**src/rtl/riscv_pkg.sv**
```systemverilog
// Shared RISC-V control definitions: opcodes (also decoded by the ALU), FSM state
// codes and the select encodings driven onto the datapath muxes.
// No ports; imported by riscv_control_fsm and mem_timeout_ctr.
package riscv_pkg;

   typedef enum logic [6:0] {
      R_TYPE    = 7'b0110011,
      I_TYPE    = 7'b0010011,
      LOAD_TYPE = 7'b0000011,
      S_TYPE    = 7'b0100011,
      B_TYPE    = 7'b1100011,
      JAL       = 7'b1101111,
      JALR      = 7'b1100111,
      LUI       = 7'b0110111,
      AUIPC     = 7'b0010111,
      SYSTEM    = 7'b1110011
   } opcode_t;

   // Plain localparam state codes keep the encoding visible to older tools and dumps.
   typedef logic [2:0] ctrl_state_t;
   localparam ctrl_state_t ST_FETCH   = 3'd0;
   localparam ctrl_state_t ST_DECODE  = 3'd1;
   localparam ctrl_state_t ST_EXECUTE = 3'd2;
   localparam ctrl_state_t ST_MEM     = 3'd3;
   localparam ctrl_state_t ST_WB      = 3'd4;
   localparam ctrl_state_t ST_HALT    = 3'd5;
   localparam ctrl_state_t ST_TRAP    = 3'd6;

   localparam logic [1:0] PC_SRC_PLUS4  = 2'd0;
   localparam logic [1:0] PC_SRC_BRANCH = 2'd1;
   localparam logic [1:0] PC_SRC_JALR   = 2'd2;

   localparam logic [1:0] SRC_A_RS1 = 2'd0;
   localparam logic [1:0] SRC_A_PC  = 2'd1;
   localparam logic [1:0] SRC_A_IMM = 2'd2;

   localparam logic [1:0] SRC_B_RS2  = 2'd0;
   localparam logic [1:0] SRC_B_IMM  = 2'd1;
   localparam logic [1:0] SRC_B_FOUR = 2'd2;

   localparam logic [1:0] WB_ALU  = 2'd0;
   localparam logic [1:0] WB_LOAD = 2'd1;
   localparam logic [1:0] WB_PC4  = 2'd2;

endpackage

```
**src/rtl/mem_timeout_ctr.sv**
```systemverilog
// Counts consecutive stalled memory-request cycles and flags expiry on the
// cycle the count reaches MEM_TIMEOUT-1 while still stalled.
// Ports: clk, rst_n, count (request pending, not ready), clear, expired.
module mem_timeout_ctr
   import riscv_pkg::*;
#(
   parameter int MEM_TIMEOUT = 16,
   parameter int TO_W        = 8
) (
   input  logic clk,
   input  logic rst_n,
   input  logic count,
   input  logic clear,
   output logic expired
);

   localparam logic [TO_W-1:0] LIMIT = TO_W'(MEM_TIMEOUT - 1);

   logic [TO_W-1:0] cnt;

   always_ff @(posedge clk or negedge rst_n) begin
      if (!rst_n)
         cnt <= '0;
      else if (clear)
         cnt <= '0;
      else if (count)
         cnt <= cnt + 1'b1;
   end

   // Only a still-stalled request can expire; mem_ready in the same cycle wins.
   assign expired = count && (cnt == LIMIT);

endmodule

```
**src/rtl/riscv_control_fsm.sv**
```systemverilog
// Multi-cycle RISC-V control FSM: fetch/decode/execute/mem/writeback over one
// shared memory port, plus absorbing HALT/TRAP states.
// Ports: clk, rst_n, instr, mem_ready, branch_taken in; datapath enables,
// mux selects, memory handshake, instret pulse and sticky halted/trap out.
module riscv_control_fsm
   import riscv_pkg::*;
#(
   parameter int MEM_TIMEOUT = 16,
   parameter int TO_W        = 8
) (
   input  logic        clk,
   input  logic        rst_n,
   input  logic [31:0] instr,
   input  logic        mem_ready,
   input  logic        branch_taken,
   output logic        ir_we,
   output logic        pc_we,
   output logic [1:0]  pc_src,
   output logic        mem_req,
   output logic        mem_we,
   output logic        mem_addr_src,
   output logic [1:0]  alu_src_a,
   output logic [1:0]  alu_src_b,
   output logic        rf_we,
   output logic [1:0]  wb_sel,
   output logic        instret,
   output logic        halted,
   output logic        trap
);

   ctrl_state_t state, state_nxt;
   logic [6:0]  op;
   logic        expired;
   logic        unused_instr_bits;

   assign op                = instr[6:0];
   assign unused_instr_bits = ^instr[31:7];

   // mem_req comes straight from state so the timeout counter never loops back
   // through the decode block; gating with rst_n keeps it low while in reset.
   assign mem_req = rst_n && ((state == ST_FETCH) || (state == ST_MEM));
   assign halted  = (state == ST_HALT);
   assign trap    = (state == ST_TRAP);

   mem_timeout_ctr #(
      .MEM_TIMEOUT (MEM_TIMEOUT),
      .TO_W        (TO_W)
   ) u_timeout (
      .clk     (clk),
      .rst_n   (rst_n),
      .count   (mem_req && !mem_ready),
      .clear   (!mem_req || mem_ready),
      .expired (expired)
   );

   always_ff @(posedge clk or negedge rst_n) begin
      if (!rst_n)
         state <= ST_FETCH;
      else
         state <= state_nxt;
   end

   always_comb begin
      state_nxt    = state;
      ir_we        = 1'b0;
      pc_we        = 1'b0;
      pc_src       = PC_SRC_PLUS4;
      mem_we       = 1'b0;
      mem_addr_src = 1'b0;
      alu_src_a    = SRC_A_RS1;
      alu_src_b    = SRC_B_RS2;
      rf_we        = 1'b0;
      wb_sel       = WB_ALU;
      instret      = 1'b0;
      if (rst_n) begin
         case (state)
            ST_FETCH: begin
               if (mem_ready) begin
                  ir_we     = 1'b1;
                  state_nxt = ST_DECODE;
               end else if (expired) begin
                  state_nxt = ST_TRAP;
               end
            end
            ST_DECODE: begin
               case (op)
                  R_TYPE, I_TYPE, LOAD_TYPE, S_TYPE, B_TYPE,
                  JAL, JALR, LUI, AUIPC: state_nxt = ST_EXECUTE;
                  SYSTEM:                state_nxt = ST_HALT;
                  default:               state_nxt = ST_TRAP;
               endcase
            end
            ST_EXECUTE: begin
               case (op)
                  I_TYPE, LOAD_TYPE, S_TYPE: alu_src_b = SRC_B_IMM;
                  LUI:   alu_src_a = SRC_A_IMM;
                  AUIPC: begin
                     alu_src_a = SRC_A_PC;
                     alu_src_b = SRC_B_IMM;
                  end
                  JAL, JALR: begin
                     alu_src_a = SRC_A_PC;
                     alu_src_b = SRC_B_FOUR;
                  end
                  default: ;
               endcase
               if (op == B_TYPE) begin
                  pc_we     = 1'b1;
                  pc_src    = branch_taken ? PC_SRC_BRANCH : PC_SRC_PLUS4;
                  instret   = 1'b1;
                  state_nxt = ST_FETCH;
               end else if ((op == LOAD_TYPE) || (op == S_TYPE)) begin
                  state_nxt = ST_MEM;
               end else begin
                  state_nxt = ST_WB;
               end
            end
            ST_MEM: begin
               mem_addr_src = 1'b1;
               mem_we       = (op == S_TYPE);
               if (mem_ready) begin
                  if (op == S_TYPE) begin
                     pc_we     = 1'b1;
                     instret   = 1'b1;
                     state_nxt = ST_FETCH;
                  end else begin
                     state_nxt = ST_WB;
                  end
               end else if (expired) begin
                  state_nxt = ST_TRAP;
               end
            end
            ST_WB: begin
               rf_we     = 1'b1;
               pc_we     = 1'b1;
               instret   = 1'b1;
               state_nxt = ST_FETCH;
               if (op == LOAD_TYPE)
                  wb_sel = WB_LOAD;
               else if ((op == JAL) || (op == JALR))
                  wb_sel = WB_PC4;
               if (op == JAL)
                  pc_src = PC_SRC_BRANCH;
               else if (op == JALR)
                  pc_src = PC_SRC_JALR;
            end
            default: ;  // HALT and TRAP hold until reset
         endcase
      end
   end

endmodule

```
**config.mk**
```make
export PLATFORM = sky130hd
export DESIGN_NAME = riscv_control_fsm
export DESIGN_NICKNAME = d
export VERILOG_FILES = /design/src/rtl/riscv_pkg.sv /design/src/rtl/mem_timeout_ctr.sv /design/src/rtl/riscv_control_fsm.sv
export SDC_FILE = /design/constraint.sdc
export NUM_CORES = 1
export LEC_CHECK = 0
export BUFFER_PORTS_ARGS = -buffer_cell sky130_fd_sc_hd__buf_2
export CAP_MARGIN = 20
export CELL_PAD_IN_SITES_DETAIL_PLACEMENT = 1
export CELL_PAD_IN_SITES_GLOBAL_PLACEMENT = 2
export CORE_MARGIN = 3
export CORE_UTILIZATION = 23
export DETAILED_ROUTE_END_ITERATION = 12
export PLACE_DENSITY = 0.8
export SLEW_MARGIN = 20
export SYNTH_ARGS = -nofsm -noshare
export SYNTH_HDL_FRONTEND = slang
export SYNTH_SLANG_ARGS = --single-unit
```
**constraint.sdc**
```tcl
create_clock -name clk -period 2.1 [get_ports clk]
set_input_delay 0.105 -clock clk [delete_from_list [all_inputs] [get_ports clk]]
set_output_delay 0.105 -clock clk [all_outputs]
set_load 0.1 [all_outputs]
```
==> results.sh <==
export IMPL_dp_cells=202
export IMPL_ir_worst_vdd_mv=0.388
export IMPL_h_tree_depth=1
export IMPL_combPwrFrac=0.635
export IMPL_worstPathRequired_ns=2.00
export IMPL_path_class="in2out"
export IMPL_die_area_sq_um=5160
export IMPL_coreArea_sq_um=4090
export IMPL_start_util=0.244
export IMPL_hold_path_class="in2async"
export IMPL_status="finished clean"
export IMPL_synthTopCellsByCount="nor2_1 (21), nand2_1 (12), dfrtp_1 (11)"
export IMPL_multi_input_area_sq_um=758
export IMPL_dr_pass1_iters=4
export IMPL_synth_yosys_seq_area_share=0.276
export IMPL_synth_async_reset_ratio=1.00
export IMPL_clk_pin_slew_worst_paths_ns=0.05
export IMPL_switching_share=0.551
export IMPL_cts_tree="yes"
export IMPL_antenna_found_initial=0
export IMPL_crit_family="buffers and inverters"
export IMPL_p_leak_nw=0.592
export IMPL_dieHeight_um=71.8
export IMPL_yosys_top_cells_area="dfrtp_1 (28%), nor2_1 (7.9%), xnor2_1 (5.3%)"
export IMPL_synth_ff_type="dfrtp_1"
export IMPL_syn_inst=131
export IMPL_slowest_stage="dlygate4sd3_1"
export IMPL_dieWidth_um=71.8
export IMPL_routed_wl_um=3430
export IMPL_cts_buffers=3
export IMPL_fill_cells=485
export IMPL_diodes=0
export IMPL_slowest_delay_ns=0.52
export IMPL_drc=0
export IMPL_numClockSinks=11
export IMPL_grtUsageTotal=0.143
export IMPL_cp_cell_sequence="dlygate4sd3_1, buf_2, buf_4, nand3_1, a211oi_2, buf_12"
export IMPL_area_growth_pct=49.2
export IMPL_clk_latency_ns=0.24
export IMPL_relSlewSlack=0.669
export IMPL_worst_ep_arrival_time_ns=1.85
export IMPL_switching_power_uw=801
export IMPL_ys_types=39
export IMPL_gp_congestion=0.856
export IMPL_dp_hpwl_um=2620
export IMPL_tightest_slew_ns=0.500
export IMPL_finalSetupViolations=0
export IMPL_root_buffer="clkbuf_8"
export IMPL_path_buf_inv=4
export IMPL_yosysMostFrequentCell="nor2_1"
export IMPL_row_count=23
export IMPL_yosys_area_top_type="dfrtp_1"
export IMPL_hold_viol=0
export IMPL_cap_violations=0
export IMPL_p_int_uw=654
export IMPL_grt_remaining_overflow=0
export IMPL_routedWlPerCell_um=16.6
export IMPL_synth_area_per_cell_sq_um=7.60
export IMPL_antenna_left=0
export IMPL_critPathLaunchType="primary input"
export IMPL_ys_ff_latch=11
export IMPL_drive_gt1_frac=0.338
export IMPL_fin_area_sq_um=1490
export IMPL_clock_skew_ns=0.00251
export IMPL_via_count=1078
export IMPL_initialDrtViolationCount=11
export IMPL_maxSlewViolCount=0
export IMPL_synth_top_area_share=0.276
export IMPL_place_port_buffers=27
export IMPL_end_kind="output port"
export IMPL_clk_path_buf_depth=2
export IMPL_ys_warnings_count=0
export IMPL_clkPwrFrac=0.147
export IMPL_layoutNonFillerInstCount=207
export IMPL_io_pins=53
export IMPL_viasPerCell=5.21
export IMPL_rsz0062_at_grt="no"
export IMPL_max_freq_mhz=512
export IMPL_syn_area_sq_um=996
export IMPL_dpl_cell_area_sq_um=1420
export IMPL_grt_pass1_vias=1195
export IMPL_post_route_min_period_ns=1.95
export IMPL_cp_max_fo=16
export IMPL_seq_area_sq_um=278
export IMPL_synth_edf_count=0
export IMPL_nNetsFinal=195
export IMPL_seqPwrFrac=0.219
export IMPL_powerDensity_nw_per_um2=979
export IMPL_synth_nets=168
export IMPL_grt_max_degree=17
export IMPL_grt_pass1_wl_um=5960
export IMPL_fin_crit_sh=0.930
## through the flow
stage / hold slack (ns) / total power [mW] / setup WS [ns] / setup TNS [ns] / utilization
2_1_floorplan: -0.191 / 1.04 / -0.273 / -0.790 / -
3_3_place_gp: 0.0111 / 1.20 / 0.306 / 0 / 0.347
3_5_place_dp: 0.0166 / 1.23 / 0.239 / 0 / 0.347
4_1_cts: 0.305 / 1.46 / 0.0636 / 0 / 0.361
5_1_grt: 0.328 / 1.56 / 0.0190 / 0 / 0.364
6_report: 0.308 / 1.45 / 0.146 / 0 / 0.364
## logic make-up after synthesis
| family | share of synthesized area |
|---|---|
| simple gates | 0.391 |
| compound gates | 0.180 |
| buf+inv | 0.0603 |
| flops | 0.276 |
| xor+xnor | 0.0704 |
| mux | 0.0101 |
| fa+ha+maj | 0.0126 |
## power by group through the flow
stage / combinational (mW) / clock, mW / sequential, mW
after detailed placement: 0.918 / 0 / 0.313
after CTS: 0.924 / 0.219 / 0.312
final: 0.923 / 0.213 / 0.318
after global routing: 1.00 / 0.230 / 0.326
after global placement: 0.893 / 0 / 0.310
after floorplan: 0.786 / 0 / 0.256
## worst register-to-register path, stage by stage, from the launching register on
cell and delay (ns):
dfrtp_1 0.40, ha_1 0.23, and3_1 0.24, a41o_1 0.28, or2_0 0.20, a211oi_1 0.27, nor2_1 0.06
## sequential cells by signal, summed over array words and instances (netlist names)
signal and cells:
u_timeout.cnt 8, state 3
## cell usage in the layout (no fill, tap or decap), drive strengths merged, types with 2 or more instances in the layout
| master | synthesis | routed |
|---|---|---|
| nor4b | 2 | 2 |
| and2 | 2 | 2 |
| nor3b | 3 | 3 |
| o41ai | 2 | 2 |
| buf | 4 | 30 |
| a211oi | 3 | 3 |
| dfrtp | 11 | 11 |
| o22ai | 2 | 2 |
| nor2 | 21 | 21 |
| nor4 | 3 | 3 |
| a31oi | 3 | 3 |
| nand2 | 12 | 12 |
| o32ai | 2 | 2 |
| and3 | 5 | 5 |
| nand3 | 4 | 4 |
| inv | 4 | 4 |
| nor3 | 5 | 5 |
| or2 | 2 | 2 |
| a21oi | 6 | 6 |
| xnor2 | 6 | 6 |
| nand2b | 3 | 3 |
| xor2 | 2 | 2 |
| clkbuf | 6 | 5 |
| nor2b | 5 | 5 |
## cell type report
| class | instances | share of cell area |
|---|---|---|
| Clock buffer | 4 | 0.0303 |
| Sequential cell | 11 | 0.187 |
| Multi-Input combinational cell | 106 | 0.510 |
| Tap cell | 50 | 0.0421 |
| Timing Repair Buffer | 32 | 0.221 |
| Inverter | 4 | 0.0101 |
## worst paths after layout
path,slack [ns],endpoint,start,depth (start not counted)
max in group asynchronous,1.32,state[1],rst_n,3
worst min-delay path,0.31,u_timeout.cnt[0],rst_n,2
worst min register to register,0.47,u_timeout.cnt[0],u_timeout.cnt[0],1
min in group clk,0.31,state[0],mem_ready,3
worst max register to register,0.31,state[2],u_timeout.cnt[0],6
worst max-delay path,0.15,alu_src_b[0],rst_n,6
## layer usage
layer | routed length (um) | vias up | global-route usage
met5 | 0 | - | 0
met4 | 34 | 0 | 0.0397
met3 | 107 | 4 | 0.0154
met2 | 1770 | 26 | 0.253
met1 | 1520 | 525 | 0.182
li1 | - | 523 | -
## timing repair
item | in CTS | in global routing
hold buffers | 1 | 0
gates resized for setup | 1 | 4
setup endpoints to repair | 1 | 4
gates cloned | 0 | 0
endpoints found under the hold margin | 8 | 0
buffers inserted | 0 | 0
Note: power is estimated with default switching activity, not from simulation.
